$ cat src/rtl/wt_lcd_pkg.sv
// Shared constants, FSM encoding and digit selection for the LCD time-line sequencer.
package wt_lcd_pkg;

    localparam logic [7:0] ASCII_SPACE = 8'h20;
    localparam logic [7:0] ASCII_COLON = 8'h3A;
    localparam logic [7:0] ASCII_NUL   = 8'h00;
    localparam int         TIME_CHARS  = 8;

    typedef enum logic [1:0] {
        ST_IDLE,
        ST_LOAD,
        ST_SEND,
        ST_FIN
    } seq_state_e;

    // Character index -> BCD nibble of {H10,H1,M10,M1,S10,S1}; separators return 0.
    function automatic logic [3:0] time_digit(input logic [23:0] t, input logic [2:0] idx);
        logic [3:0] d;
        case (idx)
            3'd0:    d = t[23:20];
            3'd1:    d = t[19:16];
            3'd3:    d = t[15:12];
            3'd4:    d = t[11:8];
            3'd6:    d = t[7:4];
            3'd7:    d = t[3:0];
            default: d = 4'h0;
        endcase
        return d;
    endfunction

    function automatic logic is_sep(input logic [2:0] idx);
        return (idx == 3'd2) || (idx == 3'd5);
    endfunction

endpackage

$ cat src/rtl/wt_lcd_time_sequencer_bcd_ascii_dec.sv
// Combinational BCD digit to ASCII decoder; non-BCD nibbles decode to NUL.
import wt_lcd_pkg::*;

module bcd_ascii_dec (
    input  logic [3:0] bcd,
    output logic [7:0] ascii
);

    always_comb begin
        ascii = ASCII_NUL;
        if (bcd <= 4'h9) begin
            ascii = 8'h30 + {4'h0, bcd};
        end
    end

endmodule

$ cat src/rtl/wt_lcd_time_sequencer.sv
// Streams a snapshotted HH:MM:SS as 8 ASCII chars with DDRAM addresses over valid/ready.
// Optional blinking separators are built when BLINK_COLON_EN is defined.
import wt_lcd_pkg::*;

module wt_lcd_time_sequencer #(
    parameter logic [7:0] BASE_ADDR  = 8'h40,
    parameter logic [7:0] COLON_CHAR = 8'h3A,
    parameter logic [7:0] BAD_CHAR   = 8'h20
) (
    input  logic        CLK,
    input  logic        RESETN,
    input  logic        START,
    input  logic [23:0] TIME_BCD,
    output logic        CHAR_VALID,
    input  logic        CHAR_READY,
    output logic [7:0]  CHAR_DATA,
    output logic [7:0]  CHAR_ADDR,
    output logic        BUSY,
    output logic        DONE
);

    seq_state_e  state_q, state_d;
    logic [2:0]  idx_q, idx_d;
    logic [23:0] snap_q, snap_d;
    logic        valid_q, valid_d;
    logic [7:0]  data_q, data_d;
    logic [7:0]  addr_q, addr_d;
    logic        busy_q, busy_d;
    logic        done_q, done_d;
`ifdef BLINK_COLON_EN
    logic        phase_q, phase_d;
`endif

    logic [2:0]  sel_idx;
    logic [7:0]  dec_ascii;
    logic [7:0]  sep_char;
    logic [7:0]  next_char;
    logic [7:0]  next_addr;

    // The character being built is always the one presented on the following cycle.
    assign sel_idx = (state_q == ST_LOAD) ? 3'd0 : idx_q + 3'd1;

    bcd_ascii_dec u_dec (
        .bcd   (time_digit(snap_q, sel_idx)),
        .ascii (dec_ascii)
    );

`ifdef BLINK_COLON_EN
    assign sep_char = phase_q ? ASCII_SPACE : COLON_CHAR;
`else
    assign sep_char = COLON_CHAR;
`endif

    assign next_char = is_sep(sel_idx)          ? sep_char :
                       (dec_ascii == ASCII_NUL) ? BAD_CHAR : dec_ascii;
    assign next_addr = BASE_ADDR + {5'b0, sel_idx};

    always_comb begin
        state_d = state_q;
        idx_d   = idx_q;
        snap_d  = snap_q;
        valid_d = valid_q;
        data_d  = data_q;
        addr_d  = addr_q;
        busy_d  = busy_q;
        done_d  = 1'b0;
`ifdef BLINK_COLON_EN
        phase_d = phase_q ^ done_q;
`endif
        case (state_q)
            ST_IDLE: begin
                if (START) begin
                    state_d = ST_LOAD;
                    snap_d  = TIME_BCD;
                    busy_d  = 1'b1;
                    idx_d   = 3'd0;
                end
            end
            ST_LOAD: begin
                state_d = ST_SEND;
                idx_d   = 3'd0;
                valid_d = 1'b1;
                data_d  = next_char;
                addr_d  = next_addr;
            end
            ST_SEND: begin
                if (valid_q && CHAR_READY) begin
                    if (idx_q == 3'(TIME_CHARS - 1)) begin
                        state_d = ST_FIN;
                        valid_d = 1'b0;
                        busy_d  = 1'b0;
                        done_d  = 1'b1;
                    end else begin
                        idx_d  = idx_q + 3'd1;
                        data_d = next_char;
                        addr_d = next_addr;
                    end
                end
            end
            ST_FIN: begin
                state_d = ST_IDLE;
                idx_d   = 3'd0;
            end
            default: state_d = ST_IDLE;
        endcase
    end

    always_ff @(posedge CLK) begin
        if (!RESETN) begin
            state_q <= ST_IDLE;
            idx_q   <= 3'd0;
            snap_q  <= 24'h0;
            valid_q <= 1'b0;
            data_q  <= ASCII_NUL;
            addr_q  <= BASE_ADDR;
            busy_q  <= 1'b0;
            done_q  <= 1'b0;
`ifdef BLINK_COLON_EN
            phase_q <= 1'b0;
`endif
        end else begin
            state_q <= state_d;
            idx_q   <= idx_d;
            snap_q  <= snap_d;
            valid_q <= valid_d;
            data_q  <= data_d;
            addr_q  <= addr_d;
            busy_q  <= busy_d;
            done_q  <= done_d;
`ifdef BLINK_COLON_EN
            phase_q <= phase_d;
`endif
        end
    end

    assign CHAR_VALID = valid_q;
    assign CHAR_DATA  = data_q;
    assign CHAR_ADDR  = addr_q;
    assign BUSY       = busy_q;
    assign DONE       = done_q;

endmodule

$ cat config.mk
export PLATFORM = sky130hd
export DESIGN_NAME = wt_lcd_time_sequencer
export DESIGN_NICKNAME = d
export VERILOG_FILES = /design/src/rtl/wt_lcd_pkg.sv /design/src/rtl/wt_lcd_time_sequencer_bcd_ascii_dec.sv /design/src/rtl/wt_lcd_time_sequencer.sv
export SDC_FILE = /design/constraint.sdc
export NUM_CORES = 1
export LEC_CHECK = 0
export ABC_CLOCK_PERIOD_IN_PS = 5000
export BUFFER_PORTS_ARGS = -buffer_cell sky130_fd_sc_hd__buf_2
export CAP_MARGIN = 20
export CORE_ASPECT_RATIO = 0.6
export CORE_MARGIN = 2
export CORE_UTILIZATION = 55
export DETAILED_ROUTE_END_ITERATION = 10
export GPL_ROUTABILITY_DRIVEN = 1
export PLACE_DENSITY = 0.86
export SYNTH_ARGS = -nofsm -noshare
export SYNTH_HDL_FRONTEND = slang
export SYNTH_HIERARCHICAL = 1
export SYNTH_SLANG_ARGS = --single-unit
$ cat constraint.sdc
create_clock -name CLK -period 5 [get_ports CLK]
set_clock_uncertainty 0.05 [all_clocks]
set_input_delay 0.5 -clock CLK [delete_from_list [all_inputs] [get_ports CLK]]
set_output_delay 0.5 -clock CLK [all_outputs]
set_load 0.005 [all_outputs]
==> summary by stage <==
Outcome
The run finished with clean final reports.

Power
Internal power comes to 696 µW. The maximum vdd ir drop is between 0.3 and 0.4 mV. The relative contribution of combinational cells to total power is 0.345.

The analysis attributes to net switching a power of around 380 µW. Of the total power, registers draw 0.430. Of the total power, the share spent switching nets is 0.355. The sum of internal, switching and leakage power is about 1100 µW. In this run the static leakage power is approximately 0.001 µW. The total power divided by cell area is around 450 nW/µm². The power share of the clock group is 0.225.

Die
The die height is about 52 µm. The I/O pin total is 47. The core region is 3700 µm². The die area is roughly 4400 µm². In this run the horizontal extent of the chip is approximately 85 µm. The site row count is 17. For this configuration, the core starts out at a cell density of 0.580.

Global route
The total overflow left after global routing is 0. The total routing usage reported by global routing is 0.218. Entering global routing, the biggest net connects between 40 and 50 pins. The initial antenna violation count came to 0. The via count of the first global-routing pass is ~1600. The first global-routing pass estimated between 7000 and 8000 µm of wire.

Layout
The layout net count is ~300. Leaving out fill and tap cells, the most frequent cells in the layout are nand2_1, dfxtp_1, buf_2. At the end of the flow the core is filled with cells to 0.643.

0 antenna diodes ended up in the layout. Leaving out fill and tap cells, the most frequent cell in the layout is nand2_1. For this run, the number of standard cells in the final layout without fillers is 320. The number of inserted filler cells in the final layout is about 330. The finished cells cover about 2400 µm². The share of final-layout standard cells stronger than drive strength 1 is 0.216.

The signed area change from the synthesized netlist to the final layout is 10.9%.

Detailed routing
Across all layers, the routed design uses 1726 vias. The average vias per placed instance is 5.39. Wire segments on met3 add up to between 300 and 400 µm in the final route.

The first TritonRoute pass finished after 4 iterations. Dividing the detail-routed wire length by the instance count gives approximately 14 µm. The number of remaining DRC errors is 0.

In this run the remaining antenna-violating nets after routing total 0. After detailed routing, no signal wire sits above met4. Wire segments on met2 add up to 1800 µm in the final route. For this block, the initial DRC count from the detailed router was between 60 and 70.

The routed design has about 4400 µm of wire. In the final routing, the length of wire on met1 measures between 2000 and 2500 µm.

Hold path
The worst min-delay path category is primary input to flop.

Logic synthesis
Yosys mapped a number of flops with a built-in enable equal to 0. Summing every instance area after synthesis gives about 2100 µm². The synthesis warning total is 6.

Counting flops with an async set or reset pin after synthesis yields a share of 0. The post-synthesis cell count is around 240. The biggest area consumer among synthesized cells is dfxtp_1. Of the synthesized area, sequential elements account for 0.401. The average instance in the mapped netlist occupies between 8 and 9 µm². The synthesized netlist contains 42 unique library cells. Sorting the synthesized cells by area gives the leading types as dfxtp_1, nand2_1, a21boi_0, ha_1, nor2b_1.

The area share of the leading cell type in the synthesized netlist is 0.401. After synthesis the netlist holds a flip-flop and latch count of 43. The most frequently used flop master after synthesis is dfxtp_1.

CTS
The longest clock path from root to sink contains 2 buffers. After clock tree synthesis, the clock-pin slew on the worst setup and hold paths is around 0.08 ns. The H-tree depth reported by CTS is 2. Counting every sink on the clock net gives 43.

The later pin in the worst-skew pair is clocked with a latency of approximately 0.30 ns. The TritonCTS clock tree is done. In this run, post-CTS hold repair placed 0 buffers. The TritonCTS buffer count is 5. The library cell used as clock root buffer is clkbuf_8. The post-CTS resize count is 0. In this run the post-CTS setup repair buffer count came out at 0.

Setup path
For flop-to-flop paths, the worst setup slack is 2.09 ns. The startpoint type of the worst setup path is a flop. On the critical path, the stage with the largest delay is an instance of dfxtp_1. At the worst endpoint, the arrival time is slightly above 3 ns. The critical path ends at CHAR_DATA[5]$_SDFFE_PN0P_. Of all nets on the critical path, the largest fanout is 10. The critical path is of the flop to flop type.

On the worst path, the slowest cell contributes a delay of 0.43 ns. In this run the worst setup path begins at idx_q[0]$_SDFFE_PN0P_. Counting stages on the worst path, the most repeated cell is ha_1. At the worst endpoint, the required time is approximately 5.2 ns.

Walking the worst path, the cells encountered are ha_1 -> ha_1 -> nor2b_1 -> or2_1 -> a32oi_1 -> o221ai_1 -> o21ai_2 -> and2_1 -> nor3_1 -> a21o_1 -> o221a_1. The startpoint identified for the worst register-to-register timing path is idx_q[0]$_SDFFE_PN0P_. The capturing element type of the critical path is a flop. The terminus of the critical flop-to-flop path is CHAR_DATA[5]$_SDFFE_PN0P_. The number of cells on the worst reg-to-reg path is 11.

Job
The tool flagged a number of max-cap violations equal to 0.

Timing
In the finished design, the share of the clock period the worst path needs comes to 0.582. The count of final hold-check violations came to 0. The fmax is approximately 0.34 GHz. The final number of max-transition violations is 0. The number of endpoints failing setup at the final stage is 0. The setup total negative slack is 0 ns. At the pin with the least slew margin, the transition time is between 0.8 and 0.9 ns.

The relative max-transition margin is 0.450. Setup repair after global routing left no endpoint under its margin. The clock period could shrink to around 2.9 ns.

Place
At the end of routability-driven placement, the weighted congestion stood at 0.850. Port buffering added a little over 40 buffers. The HPWL reported at the end of detailed placement is 3190 µm.

Once placement finished, the instance area stood at 2280 µm². Including well taps, the total number of placed cells is between 300 and 400.
-- cell usage after synthesis (2+ instances only) --
cell type  number
nand2_1        60
dfxtp_1        43
a21boi_0       25
nor2b_1        12
a22oi_1         8
buf_4           8
clkbuf_1        8
and2_1          6
ha_1            6
inv_1           5
o22ai_1         5
a32oi_1         4
buf_6           4
mux2i_1         4
o221a_1         4
o221ai_1        4
a21oi_1         3
conb_1          3
nor2_1          3
nor3_1          3
buf_2           2
o21ai_2         2
-- cell type report --
class,instances,area (µm²),share of cell area
well taps,47,58.8,0.0247
flip-flops and latches,43,861,0.362
clock buffers,8,100,0.0420
inverters,5,18.8,0.00788
multi-input cells,176,1140,0.478
repair buffers,41,205,0.0862
-- registers in the layout (all words and copies together) (netlist names) --
name        cells
snap_q         24
CHAR_VALID      1
CHAR_DATA       8
CHAR_ADDR       3
idx_q           3
BUSY            1
state_q         2
DONE            1
-- how the worst min path moves through the flow --
stage / from / end / slack (ns) / depth (start not counted)
6_report: TIME_BCD[17] / snap_q[17]$_SDFFE_PN0P_ / 0.39 / 3
5_1_grt: TIME_BCD[18] / snap_q[18]$_SDFFE_PN0P_ / 0.39 / 3
4_1_cts: TIME_BCD[7] / snap_q[7]$_SDFFE_PN0P_ / 0.38 / 3
3_5_place_dp: snap_q[6]$_SDFFE_PN0P_ / snap_q[6]$_SDFFE_PN0P_ / 0.41 / 2
3_3_place_gp: snap_q[22]$_SDFFE_PN0P_ / snap_q[22]$_SDFFE_PN0P_ / 0.41 / 2
2_1_floorplan: snap_q[12]$_SDFFE_PN0P_ / snap_q[12]$_SDFFE_PN0P_ / 0.39 / 2
-- worst max-delay path: cells and delay by family, from the launching register on --
kind                     cells  cell delay (ns)
AO/OA/AOI/OAI                5             1.03
adder cells (fa/ha/maj)      2             0.67
flip-flops                   1             0.43
AND/OR/NAND/NOR              4             0.62
-- per-stage QoR --
stage / setup WS (ns) / hold WS [ns]
global placement: 2.28 / 0.407
global route: 1.84 / 0.392
CTS: 2.10 / 0.385
detailed placement: 2.13 / 0.414
floorplan: 2.54 / 0.393
finish: 2.09 / 0.389
-- power groups by stage --
stage / registers [µW] / clock network [µW] / logic (µW)
5_1_grt: 473 / 264 / 419
3_3_place_gp: 468 / 0 / 366
3_5_place_dp: 469 / 0 / 374
6_report: 464 / 243 / 372
2_1_floorplan: 459 / 0 / 303
4_1_cts: 463 / 245 / 375
-- kinds of logic after synthesis --
| logic type | Yosys count | synth area share |
|---|---|---|
| flops | 43 | 0.401 |
| buf+inv | 27 | 0.0763 |
| other cells | 3 | 0.00524 |
| fa+ha+maj | 6 | 0.0350 |
| mux | 4 | 0.0186 |
| compound gates | 63 | 0.242 |
| simple gates | 96 | 0.221 |
-- per-layer routing --
| layer | vias up | GRT usage |
|---|---|---|
| li1 | 880 | - |
| met1 | 794 | 0.321 |
| met2 | 47 | 0.306 |
| met3 | 5 | 0.0677 |
| met4 | 0 | 0.0556 |
| met5 | - | 0 |
No activity file was read; power rests on OpenSTA's default activity.
